<file path="src/rtl/fetch_pkg.sv">
// rtl/fetch_pkg.sv - shared types and constants for the instruction fetch unit
package fetch_pkg;

  typedef enum logic [1:0] {
    BOOT  = 2'd0,
    RUN   = 2'd1,
    FAULT = 2'd2
  } fetch_state_e;

  localparam logic [31:0] DEFAULT_RESET_PC = 32'h0000_0000;

  localparam int unsigned FIFO_DEPTH = 2;

endpackage

</file>
<file path="src/rtl/fetch_fifo.sv">
// rtl/fetch_fifo.sv - two-entry {pc, instr} buffer with push/pop/flush
module fetch_fifo #(
  parameter int Width = 64
) (
  input  logic             clk,
  input  logic             rst,
  input  logic             push_i,
  input  logic [Width-1:0] push_data_i,
  input  logic             pop_i,
  input  logic             flush_i,
  output logic [Width-1:0] head_o,
  output logic [1:0]       count_o
);

  logic [Width-1:0] mem_q [2];
  logic             wr_ptr_q;
  logic             rd_ptr_q;
  logic [1:0]       count_q;
  logic             do_push;
  logic             do_pop;

  // A pop on empty is dropped; a push on full is only legal when a pop frees a slot in the same cycle.
  always_comb begin
    do_pop  = pop_i & (count_q != 2'd0);
    do_push = push_i & ((count_q != 2'd2) | do_pop);
  end

  // Pointer and occupancy tracking; flush empties the buffer regardless of push/pop.
  always_ff @(posedge clk) begin
    if (rst || flush_i) begin
      wr_ptr_q <= 1'b0;
      rd_ptr_q <= 1'b0;
      count_q  <= 2'd0;
    end else begin
      if (do_push) wr_ptr_q <= ~wr_ptr_q;
      if (do_pop)  rd_ptr_q <= ~rd_ptr_q;
      count_q <= count_q + {1'b0, do_push} - {1'b0, do_pop};
    end
  end

  // Entry storage; contents are don't-care after reset so no reset is applied.
  always_ff @(posedge clk) begin
    if (do_push && !flush_i && !rst) begin
      mem_q[wr_ptr_q] <= push_data_i;
    end
  end

  assign head_o  = mem_q[rd_ptr_q];
  assign count_o = count_q;

endmodule

</file>
<file path="src/rtl/instr_fetch.sv">
// rtl/instr_fetch.sv - sequential instruction fetch with redirect, 2-entry buffer and fault trap
module instr_fetch
  import fetch_pkg::*;
#(
  parameter int                   Word_size = 32,
  parameter int                   Addr_bits = 32,
  parameter logic [Addr_bits-1:0] RESET_PC  = Addr_bits'(DEFAULT_RESET_PC)
) (
  input  logic                 clk,
  input  logic                 rst,
  output logic [Addr_bits-1:0] imem_addr,
  input  logic [Word_size-1:0] imem_instr,
  input  logic                 redirect_valid,
  input  logic [Addr_bits-1:0] redirect_pc,
  output logic                 out_valid,
  input  logic                 out_ready,
  output logic [Word_size-1:0] out_instr,
  output logic [Addr_bits-1:0] out_pc,
  output logic                 out_fault
);

  localparam int EntryW = Addr_bits + Word_size;

  fetch_state_e         state_q, state_d;
  logic [Addr_bits-1:0] fetch_pc_q, fetch_pc_d;
  logic [1:0]           count;
  logic [EntryW-1:0]    head;
  logic                 pop;
  logic                 push;
  logic                 flush;
  logic                 redirect_take;
  logic                 misaligned;

  fetch_fifo #(
    .Width(EntryW)
  ) u_fifo (
    .clk        (clk),
    .rst        (rst),
    .push_i     (push),
    .push_data_i({fetch_pc_q, imem_instr}),
    .pop_i      (pop),
    .flush_i    (flush),
    .head_o     (head),
    .count_o    (count)
  );

  assign imem_addr = fetch_pc_q;
  assign out_valid = (count != 2'd0);
  assign out_pc    = head[EntryW-1:Word_size];
  assign out_instr = head[Word_size-1:0];
  assign out_fault = (state_q == FAULT);

  // Redirects only matter in RUN; they win over any fetch that cycle, and a misaligned one traps.
  always_comb begin
    pop           = out_valid & out_ready;
    redirect_take = (state_q == RUN) & redirect_valid;
    misaligned    = (redirect_pc[1:0] != 2'b00);
    flush         = redirect_take;
    push          = (state_q == RUN) & ~redirect_valid & ((count != 2'd2) | pop);
    state_d       = state_q;
    fetch_pc_d    = fetch_pc_q;
    case (state_q)
      BOOT:    state_d = RUN;
      RUN: begin
        if (redirect_take) begin
          if (misaligned) state_d = FAULT;
          else            fetch_pc_d = redirect_pc;
        end else if (push) begin
          fetch_pc_d = fetch_pc_q + Addr_bits'(4);
        end
      end
      FAULT:   state_d = FAULT;
      default: state_d = BOOT;
    endcase
  end

  // Control state and fetch address registers.
  always_ff @(posedge clk) begin
    if (rst) begin
      state_q    <= BOOT;
      fetch_pc_q <= RESET_PC;
    end else begin
      state_q    <= state_d;
      fetch_pc_q <= fetch_pc_d;
    end
  end

endmodule

</file>
<file path="config.mk">
export PLATFORM = sky130hd
export DESIGN_NAME = instr_fetch
export DESIGN_NICKNAME = d
export VERILOG_FILES = /design/src/rtl/fetch_pkg.sv /design/src/rtl/fetch_fifo.sv /design/src/rtl/instr_fetch.sv
export SDC_FILE = /design/constraint.sdc
export NUM_CORES = 1
export LEC_CHECK = 0
export ABC_AREA = 1
export BUFFER_PORTS_ARGS = -buffer_cell sky130_fd_sc_hd__buf_2
export CORE_MARGIN = 3
export CORE_UTILIZATION = 35
export CTS_BUF_LIST = sky130_fd_sc_hd__clkbuf_2 sky130_fd_sc_hd__clkbuf_4 sky130_fd_sc_hd__clkbuf_8
export CTS_CLUSTER_DIAMETER = 120
export CTS_CLUSTER_SIZE = 24
export DETAILED_ROUTE_END_ITERATION = 7
export GPL_TIMING_DRIVEN = 1
export PLACE_DENSITY = 0.61
export SYNTH_ARGS = -nofsm -noshare
export SYNTH_HDL_FRONTEND = slang
export SYNTH_SLANG_ARGS = --single-unit
</file>
<file path="constraint.sdc">
create_clock -name clk -period 17.4 [get_ports clk]
set_input_delay 5.22 -clock clk [delete_from_list [all_inputs] [get_ports clk]]
set_output_delay 5.22 -clock clk [all_outputs]
set_load 0.005 [all_outputs]
</file>
After elaboration in Yosys (flattened, before gate mapping)
Memories as Yosys holds them, arrays and structs flattened. A register that Yosys moved wholly into a read port is not among the register bits.
Index checks and enable logic that the tools add are counted.
Widths: inputs -> output; s select.
{"block": "classes", "addsub": 3, "multipliers": 0, "div_mod_pow": 0, "n_lt_le_gt_ge": 0, "eq_ne": 6, "n_shift": 0, "muxes": 10, "n_bitwise": 11, "n_reduce_logical": 11}
{"operator": "$mux 32", "count": 3}
{"operator": "$add 32x3->32 const B", "count": 1}
{"operator": "$and 1x1->1", "count": 6}
{"operator": "$ne 2x2->1 const B", "count": 3}
{"operator": "$pmux 2 s3", "count": 1}
{"operator": "$reduce_bool 2->1", "count": 3}
{"operator": "$mux 1", "count": 4}
{"operator": "$mux 2", "count": 2}
{"operator": "$not 1->1", "count": 3}
{"operator": "$reduce_and 3->1", "count": 1}
{"operator": "$add 2x1->2", "count": 1}
{"operator": "$eq 2x1->1 const B", "count": 1}
{"operator": "$eq 2x2->1 const B", "count": 1}
{"operator": "$logic_and 1x1->1", "count": 2}
{"operator": "$logic_not 1->1", "count": 2}
{"operator": "$logic_not 2->1", "count": 1}
{"operator": "$ne 2x1->1 const B", "count": 1}
{"operator": "$or 1x1->1", "count": 2}
{"operator": "$reduce_and 2->1", "count": 1}
{"operator": "$sub 2x1->2", "count": 1}
{"operator": "$logic_or 1x1->1", "count": 1}
{"block": "word_totals", "regBits": 38, "latch_bits": 0, "mem_bits_rw": 128, "romBits": 0, "inputBits": 68, "out_inout_bits": 98, "word_cells": 47, "memories": 1}
{"memory": "u_fifo.mem_q", "words": 2, "word_bits": 64, "rd": 1, "rd_clocked_by_memory_dff": 1, "wr": 1, "line_no": "fetch_fifo.sv:15", "source": "logic [Width-1:0] mem_q [2];"}

Logic depth before layout (Yosys ltp)
Gate-level depths: netlist of the first run.
{"block": "logic_depth", "word_depth": 9, "depth_mapped": 10, "ltp_nobuf": 10}

Hierarchy
Synthesis of the first run repeated with hierarchy kept, for this count alone.
{"block": "hier_totals", "cells_unflattened": 672, "area_unflattened_um2": 7734.9}
{"module": "fetch_fifo", "instances": 1, "cells_each": 242, "area_per_inst_um2": 5187.5, "seq_area_each_um2": 3943.8}
{"module": "instr_fetch", "instances": 1, "cells_each": 430, "area_per_inst_um2": 2547.4, "seq_area_each_um2": 680.7}

Least setup slack after synthesis of the first run
OpenSTA, ideal clock, no wires.
{"block": "synth_path", "path_kind": "input to register", "from": "input rst", "to": "memory u_fifo.mem_q[1][0] (enable)", "setup_time_ns": 0.564, "arrival_time_ns": 9.837, "required_time_ns": 16.836, "path_slack_ns": 6.999, "path_stages": 2, "path_buffers": 1, "cell_sequence": "clkbuf_1 > nor3_1"}
{"block": "synth_via", "elab_chain_len": 4}
{"item": "start: declaration", "line_no": "instr_fetch.sv:10", "source": "input logic rst,"}
{"item": "$logic_not 1->1", "line_no": "fetch_fifo.sv:43", "source": "if (do_push && !flush_i && !rst) begin"}
{"item": "$logic_and 1x1->1", "line_no": "fetch_fifo.sv:43"}
{"item": "$mux 1", "line_no": "fetch_fifo.sv:43"}
{"item": "$mux 1 (not written as such)", "line_no": "fetch_fifo.sv:44", "source": "mem_q[wr_ptr_q] <= push_data_i;"}
{"item": "end: declaration", "line_no": "fetch_fifo.sv:15"}
Every way passes these cells.

Worst setup path in the final report of the first run
{"block": "layout_path", "from": "input redirect_valid", "to": "register fetch_pc_q[11], in the netlist imem_addr[11]"}
{"block": "layout_via", "elab_chain_len": 5, "word_cells_on_any_way": 8, "classes_between": "1 x eq/ne; 1 x mux; 4 x bitwise; 2 x reduce/logical"}
{"item": "start: declaration", "line_no": "instr_fetch.sv:13", "source": "input logic redirect_valid,"}
{"item": "$not 1->1", "line_no": "instr_fetch.sv:59", "source": "push = (state_q == RUN) & ~redirect_valid & ((count != 2'd2) | pop);"}
{"item": "$and 1x1->1 (2 in series)", "line_no": "instr_fetch.sv:59"}
{"item": "$reduce_bool 2->1 (no source line)"}
{"item": "$reduce_and 3->1 (no source line)"}
{"item": "end signal: assignment", "line_no": "instr_fetch.sv:84", "source": "fetch_pc_q <= fetch_pc_d;"}
{"item": "end: declaration", "line_no": "instr_fetch.sv:25", "source": "logic [Addr_bits-1:0] fetch_pc_q, fetch_pc_d;"}
Parallel ways exist; a longest one is shown, timed or not.
A chain may end at the register's enable or synchronous reset.

==> impl_metrics.yaml, run 1 <==
global_route:
  grt_pass1_vias: 4949
  grt-ovfl-total: 0
  grt_use_total_pct: 15.4
  grt_max_degree: 65
  grt_pass1_wl_um: 26400
  antenna_found_initial: 0
logic_synthesis:
  synth_cells: 653
  syn-num-nets: 727
  synth_flop_cell: "edfxtp_1"
  synth.avg_cell_area_um2: 11.1
  yosys_warnings: 0
  synth.cell_area_um2: 7260
  synth-edff-count: 128
  yosysUniqueCellTypes: 30
  synth_seq_area_share_pct: 63.7
  synth-seq-cells: 167
  async_flop_share_pct: 0
route:
  ant_nets: 0
  first_pass_iters: 5
  viasPerCell: 4.69
  wirelength_um: 17300
  wl_per_cell_um: 15.8
  num_vias: 5159
  drc: 0
  drt_iter0_drc: 278
final_layout:
  fin_nets: 891
  fillerInstances: 2010
  postLayoutCoreUtil_pct: 42.9
  drive_gt1_share_pct: 35.2
  antenna_cells: 0
  syn_to_final_growth_pct: 20.1
timing:
  slew_headroom_pct: 36.3
  tightest_slew_ps: 950
  rsz0062_at_grt: "no"
  fmax_mhz: 134
  setup_viol: 0
  hold_viol: 0
  fin_skew_ps: 16.0
  fin_crit_sh_pct: 42.8
  timing.setup.tns_ps: 0
  min_period_ps: 7450
  slew_violations: 0
floorplanning:
  fp.dieArea_um2: 22500
  top_level_ports: 166
  coreArea_um2: 20300
  die_x_um: 150
  fp.dieH_um: 150
  start_util_pct: 35.8
  std_cell_rows: 52
power:
  ir_drop_uv: 58.9
  power_density_nw_per_um2: 114
  total_power_mw: 0.998
  power.leakage_nw: 3.18
clock_tree:
  ctsHoldBuffers: 0
  cts_htree_levels: 4
  cts_root_buf: "clkbuf_8"
  cts_tree: "yes"
  cts.repair.resized: 0
  clkSinkCount: 167
  cts_buffers: 17
  clk_path_buf_depth: 2
  clk_pin_slew_worst_paths_ps: 90
  postCtsSetupBuffers: 0
  insertion_delay_ps: 450
place:
  dp_hpwl_um: 11500
  finalWeightedCongestion: 0.830
  io_buffers: 165
job:
  cap_violations: 0
setup_path:
  critPathKind: "in -> reg"
  r2r-start: "state_q[1]"
  required_ps: 17710
  critical_path.startpoint: "redirect_valid"
  crit_arrival_ps: 7770
  crit_path_end_kind: "flop"
  worstPathMaxFanout: 41
  critPathLaunchType: "input port"
status:
  status: "finished, final reports clean"
hold_path:
  hold_class: "reg -> reg"
  min-delay-start: "u_fifo.wr_ptr_q"
## path summary, 6_finish.rpt
kind	end	slack, ps	cells after the start
max	imem_addr[11]	9950	8
min	u_fifo.wr_ptr_q	470	2
max reg2reg	imem_addr[11]	14140	9
min reg2reg	u_fifo.wr_ptr_q	470	2
## synthesized netlist by cell type (2+ instances only)
library cell,number,area (µm²)
nand2_1,144,541
edfxtp_1,128,3840
nor2_1,75,282
mux2_2,64,721
dfxtp_1,39,781
a21oi_1,33,165
inv_1,33,124
nand3_1,33,165
o21ai_0,18,90.1
buf_2,15,75.1
o21ai_1,15,75.1
nor2_2,8,50.1
ha_1,6,75.1
clkbuf_1,5,18.8
or2_2,5,31.3
a31oi_1,4,25.0
nand2_2,4,25.0
buf_4,3,22.5
inv_2,3,11.3
nor2_4,3,33.8
or2_1,3,18.8
nand4_1,2,12.5
nor3_1,2,10.0
xnor2_1,2,17.5
## cells by family after synthesis
group	Yosys count	synth area share, %
simple gates	283	16.5
mux	64	9.93
fa+ha+maj	6	1.03
flops	167	63.7
compound gates	71	5.05
xor+xnor	2	0.241
buf+inv	60	3.52
## registers in the layout, indices dropped and copies added, names as in the netlist, named ones only
| register | flops |
|---|---|
| u_fifo.mem_q | 128 |
| imem_addr | 32 |
| state_q | 2 |
| u_fifo.count_o | 2 |
| u_fifo.rd_ptr_q | 1 |
| u_fifo.wr_ptr_q | 1 |
## layout by cell type, fill, tap and decap left out
| cell type | Yosys | layout |
|---|---|---|
| a21boi_2 | 1 | 1 |
| a21oi_1 | 33 | 33 |
| a31oi_1 | 4 | 4 |
| and2_1 | 1 | 1 |
| buf_2 | 15 | 165 |
| buf_4 | 3 | 3 |
| bufinv_16 | 0 | 1 |
| clkbuf_4 | 0 | 2 |
| clkbuf_8 | 0 | 17 |
| clkinv_1 | 1 | 1 |
| clkinv_2 | 0 | 3 |
| clkinvlp_4 | 0 | 5 |
| dfxtp_1 | 39 | 38 |
| dfxtp_4 | 0 | 1 |
| edfxtp_1 | 128 | 128 |
| ha_1 | 6 | 6 |
| inv_1 | 33 | 33 |
| inv_2 | 3 | 3 |
| inv_6 | 0 | 2 |
| inv_8 | 0 | 2 |
| mux2_2 | 64 | 64 |
| nand2_1 | 144 | 144 |
| nand2_2 | 4 | 4 |
| nand3_1 | 33 | 33 |
| nand3b_1 | 1 | 1 |
| nand3b_2 | 1 | 1 |
| nand4_1 | 2 | 2 |
| nor2_1 | 75 | 74 |
| nor2_2 | 8 | 8 |
| nor2_4 | 3 | 4 |
| nor3_1 | 2 | 1 |
| nor3_2 | 0 | 1 |
| o21ai_0 | 18 | 18 |
| o21ai_1 | 15 | 15 |
| or2_0 | 1 | 1 |
| or2_1 | 3 | 3 |
| or2_2 | 5 | 5 |
| xnor2_1 | 2 | 2 |
## metrics by stage
stage / cells / hold WS [ps] / instance area (µm²) / worst slack [ps]
6_report: 1100 / 474 / 8720 / 9950
5_1_grt: 1100 / 503 / 8720 / 9650
4_1_cts: 1100 / 480 / 8720 / 9970
3_5_place_dp: 1068 / 465 / 8350 / 9480
3_3_place_gp: 1068 / 455 / 8350 / 9530
2_1_floorplan: 653 / 445 / 7260 / 7000
## critical path: stages
cell and delay, ps:
buf_2 120, nand2_2 630, inv_2 430, o21ai_1 210, a21boi_2 760, o21ai_0 220, nand2_1 100, a21oi_1 60
## cell type report
type / count / area (µm²) / share of cell area, %
clock inverters: 13 / 123 / 1.41
well taps: 270 / 338 / 3.88
clock buffers: 19 / 249 / 2.86
inverters: 37 / 139 / 1.59
multi-input cells: 426 / 2390 / 27.4
flip-flops and latches: 167 / 4630 / 53.1
repair buffers: 168 / 848 / 9.73
## routing by layer
metal / part of all wire [%] / vias up / GRT usage (%) / routed length (µm)
li1: - / 2579 / - / -
met1: 44 / 2414 / 19.8 / 7680
met4: 1.3 / 0 / 4.71 / 221
met5: 0 / - / 0 / 0
met3: 6.8 / 17 / 3.69 / 1180
met2: 48 / 149 / 25.6 / 8250
## where the power goes
part           switching, mW  leakage (nW)  internal, mW  total (mW)
sequential            0.0434          1.48         0.468       0.511
combinational          0.119          1.52         0.105       0.223
clock                  0.146         0.179         0.118       0.264
total                  0.308          3.18         0.690       0.998
No activity file was read; power rests on OpenSTA's default activity.
==> inputs of run 2 (changes only) <==
ABC_AREA = 0   (was 1)
clock period = 7.2 ns   (was 17.4 ns; I/O delays follow)
==> run 2 against run 1 <==
Count of clock-buffer cells in the layout shrank 2. Total power grew 150%. Register-to-register slack lost 10000 ps. Global-route usage grew 1.1 points. Largest cell class unchanged. Largest power group unchanged. Highest routed layer unchanged.
==> impl_metrics.yaml, run 2 <==
timing:
  post-route-worst-setup-slack_ps: 3010
  setup_viol: 0
  fmax_mhz: 239
  hold_slack_ps: 514
  timing.setup.tns_ps: 0
  slew_headroom_pct: 29.7
  min_period_ps: 4190
  slew_violations: 0
  fin_crit_sh_pct: 58.2
  tightest_slew_ps: 1050
  hold_viol: 0
  fin_skew_ps: 16.0
  rsz0062_at_grt: "no"
place:
  pre_cts_ws_ps: 2750
  io_buffers: 165
  post_dp_cell_area_um2: 8260
  dp_cells: 935
  dp_hpwl_um: 12600
  finalWeightedCongestion: 0.835
route:
  drt_iter0_drc: 550
  num_vias: 5275
  wl_per_cell_um: 19.5
  first_pass_iters: 5
  wirelength_um: 18900
  viasPerCell: 5.45
  ant_nets: 0
  drc: 0
final_layout:
  syn_to_final_growth_pct: 20.7
  postLayoutCoreUtil_pct: 43.8
  largest_register_ff_count: 128
  final_area_um2: 8670
  fillerInstances: 1865
  stdcell_count: 968
  final_cell_mix: "165 x buf_2, 128 x edfxtp_1, 64 x mux2_2, 38 x dfxtp_1, 28 x a21oi_1"
  drive_gt1_share_pct: 39.3
  fin_nets: 763
  mostFrequentLayoutCell: "buf_2"
  largest_register: "u_fifo.mem_q"
clock_tree:
  cts_root_buf: "clkbuf_8"
  postCtsSetupBuffers: 0
  insertion_delay_ps: 460
  cts.repair.resized: 0
  clkSinkCount: 167
  cts_htree_levels: 4
  clk_pin_slew_worst_paths_ps: 100
  ctsHoldBuffers: 0
  cts_tree: "yes"
  cts_buffers: 17
  clk_path_buf_depth: 2
global_route:
  grt_max_degree: 65
  grt_pass1_wl_um: 28400
  grt-ovfl-total: 0
  antenna_found_initial: 1
  grt_pass1_vias: 5280
  grt_use_total_pct: 16.5
power:
  power.switching_mw: 0.743
  internal-power_mw: 1.74
  power_density_nw_per_um2: 286
  p_sw_share_pct: 29.9
  power_frac_seq_pct: 49.9
  clkPwrFrac_pct: 28.1
  total_power_mw: 2.48
  ir_drop_uv: 120
  power.leakage_nw: 3.12
  combPwrFrac_pct: 22.0
floorplanning:
  top_level_ports: 166
  coreArea_um2: 19800
  die_x_um: 149
  fp.dieArea_um2: 22300
  start_util_pct: 36.3
  std_cell_rows: 51
  fp.dieH_um: 149
setup_path:
  ff2ff_path_depth: 6
  reg2reg_slack_ps: 4090
  critPathKind: "reg -> out"
  crit_arrival_ps: 2030
  critPathLaunchType: "flop"
  r2r-end: "u_fifo.mem_q[1][31]"
  worstPathMaxFanout: 64
  crit_family: "flip-flops"
  cpMaxStageDelayCell: "dfxtp_4"
  cp.depth: 2
  slowest_delay_ps: 950
  crit_path_end_kind: "output port"
  worst-path-buf-inv: 1
  crit_chain: "mux2_2 -> buf_2"
  r2r-start: "state_q[1]"
  required_ps: 5040
hold_path:
  hold_class: "reg -> reg"
  min-delay-start: "state_q[1]"
  hold_path_end: "state_q[1]"
  whs_path_depth: 2
logic_synthesis:
  yosysUniqueCellTypes: 60
  async_flop_share_pct: 0
  yosysTopAreaCellShare_pct: 53.5
  synth_seq_area_share_pct: 64.4
  synth.avg_cell_area_um2: 13.5
  synth_most_common_cell: "edfxtp_1"
  synth_top_area_cell: "edfxtp_1"
  synth_commonest_cells: "128 x edfxtp_1, 64 x mux2_2, 39 x dfxtp_1"
  synth-edff-count: 128
  synth_flop_cell: "edfxtp_1"
  synth-seq-cells: 167
  yosys_warnings: 0
  synthTopCellsByArea: "edfxtp_1 54%, dfxtp_1 11%, mux2_2 10%, a21oi_1 2.0%, nand4_1 1.8%"
  synth_cells: 534
  syn-num-nets: 608
  synth.cell_area_um2: 7180
status:
  status: "finished, final reports clean"
job:
  cap_violations: 0
==> run 2: power by group through the flow <==
stage               Combinational [mW]  Sequential, mW  Clock [mW]
floorplan                        0.379            1.19           0
global placement                 0.539            1.26           0
detailed placement               0.549            1.26           0
CTS                              0.553            1.24       0.716
global route                     0.603            1.25       0.756
finish                           0.546            1.24       0.698
==> run 2: cells by family (layout without fill, tap and decap cells) <==
logic type                 Yosys count  in the layout  share of synthesized area [%]
and+or+nand+nor                    144            144                           11.4
AOI/OAI and AO/OA                  101            101                           9.82
buffers and inverters               46            214                           2.56
DFF                                167            167                           64.4
adders and majority gates            6              6                           1.04
muxes                               66             66                           10.3
xor gates and xnor gates             4              4                          0.488
other                                0              1                              0
==> run 2: how the worst max path moves through the flow <==
stage / start / to / slack [ps]
floorplan: rst / u_fifo.mem_q[0][0] / 1470
global placement: redirect_valid / u_fifo.mem_q[1][8] / 2860
CTS: flop / out_pc[4] / 2940
detailed placement: redirect_valid / u_fifo.mem_q[1][3] / 2750
global route: flop / out_pc[15] / 2890
finish: flop / out_pc[12] / 3010
==> run 2: metal layers <==
layer | track usage [%] | routed length, µm | vias to the layer above | share of wire [%]
met3 | 3.80 | 1420 | 35 | 7.5
met2 | 27.8 | 9170 | 256 | 48
met1 | 20.5 | 7820 | 2571 | 41
met5 | 0 | 0 | - | 0
met4 | 6.73 | 503 | 0 | 2.7
li1 | - | - | 2413 | -
==> run 2: layout make-up <==
cell class | count | area, µm² | share of cell area [%]
Antenna cell | 1 | 2.50 | 0.0289
Clock buffer | 17 | 234 | 2.70
Clock inverter | 15 | 175 | 2.02
Inverter | 12 | 45.0 | 0.519
Multi-Input combinational cell | 321 | 2390 | 27.6
Sequential cell | 167 | 4630 | 53.4
Tap cell | 265 | 332 | 3.82
Timing Repair Buffer | 170 | 863 | 9.96
==> run 2: worst reg2reg max path, delay by kind of cell (launching register included) <==
kind / cells / cell delay, ps
buffers and inverters: 2 / 330
flip-flops: 1 / 340
adder cells (fa/ha/maj): 1 / 570
AND/OR/NAND/NOR: 3 / 1460
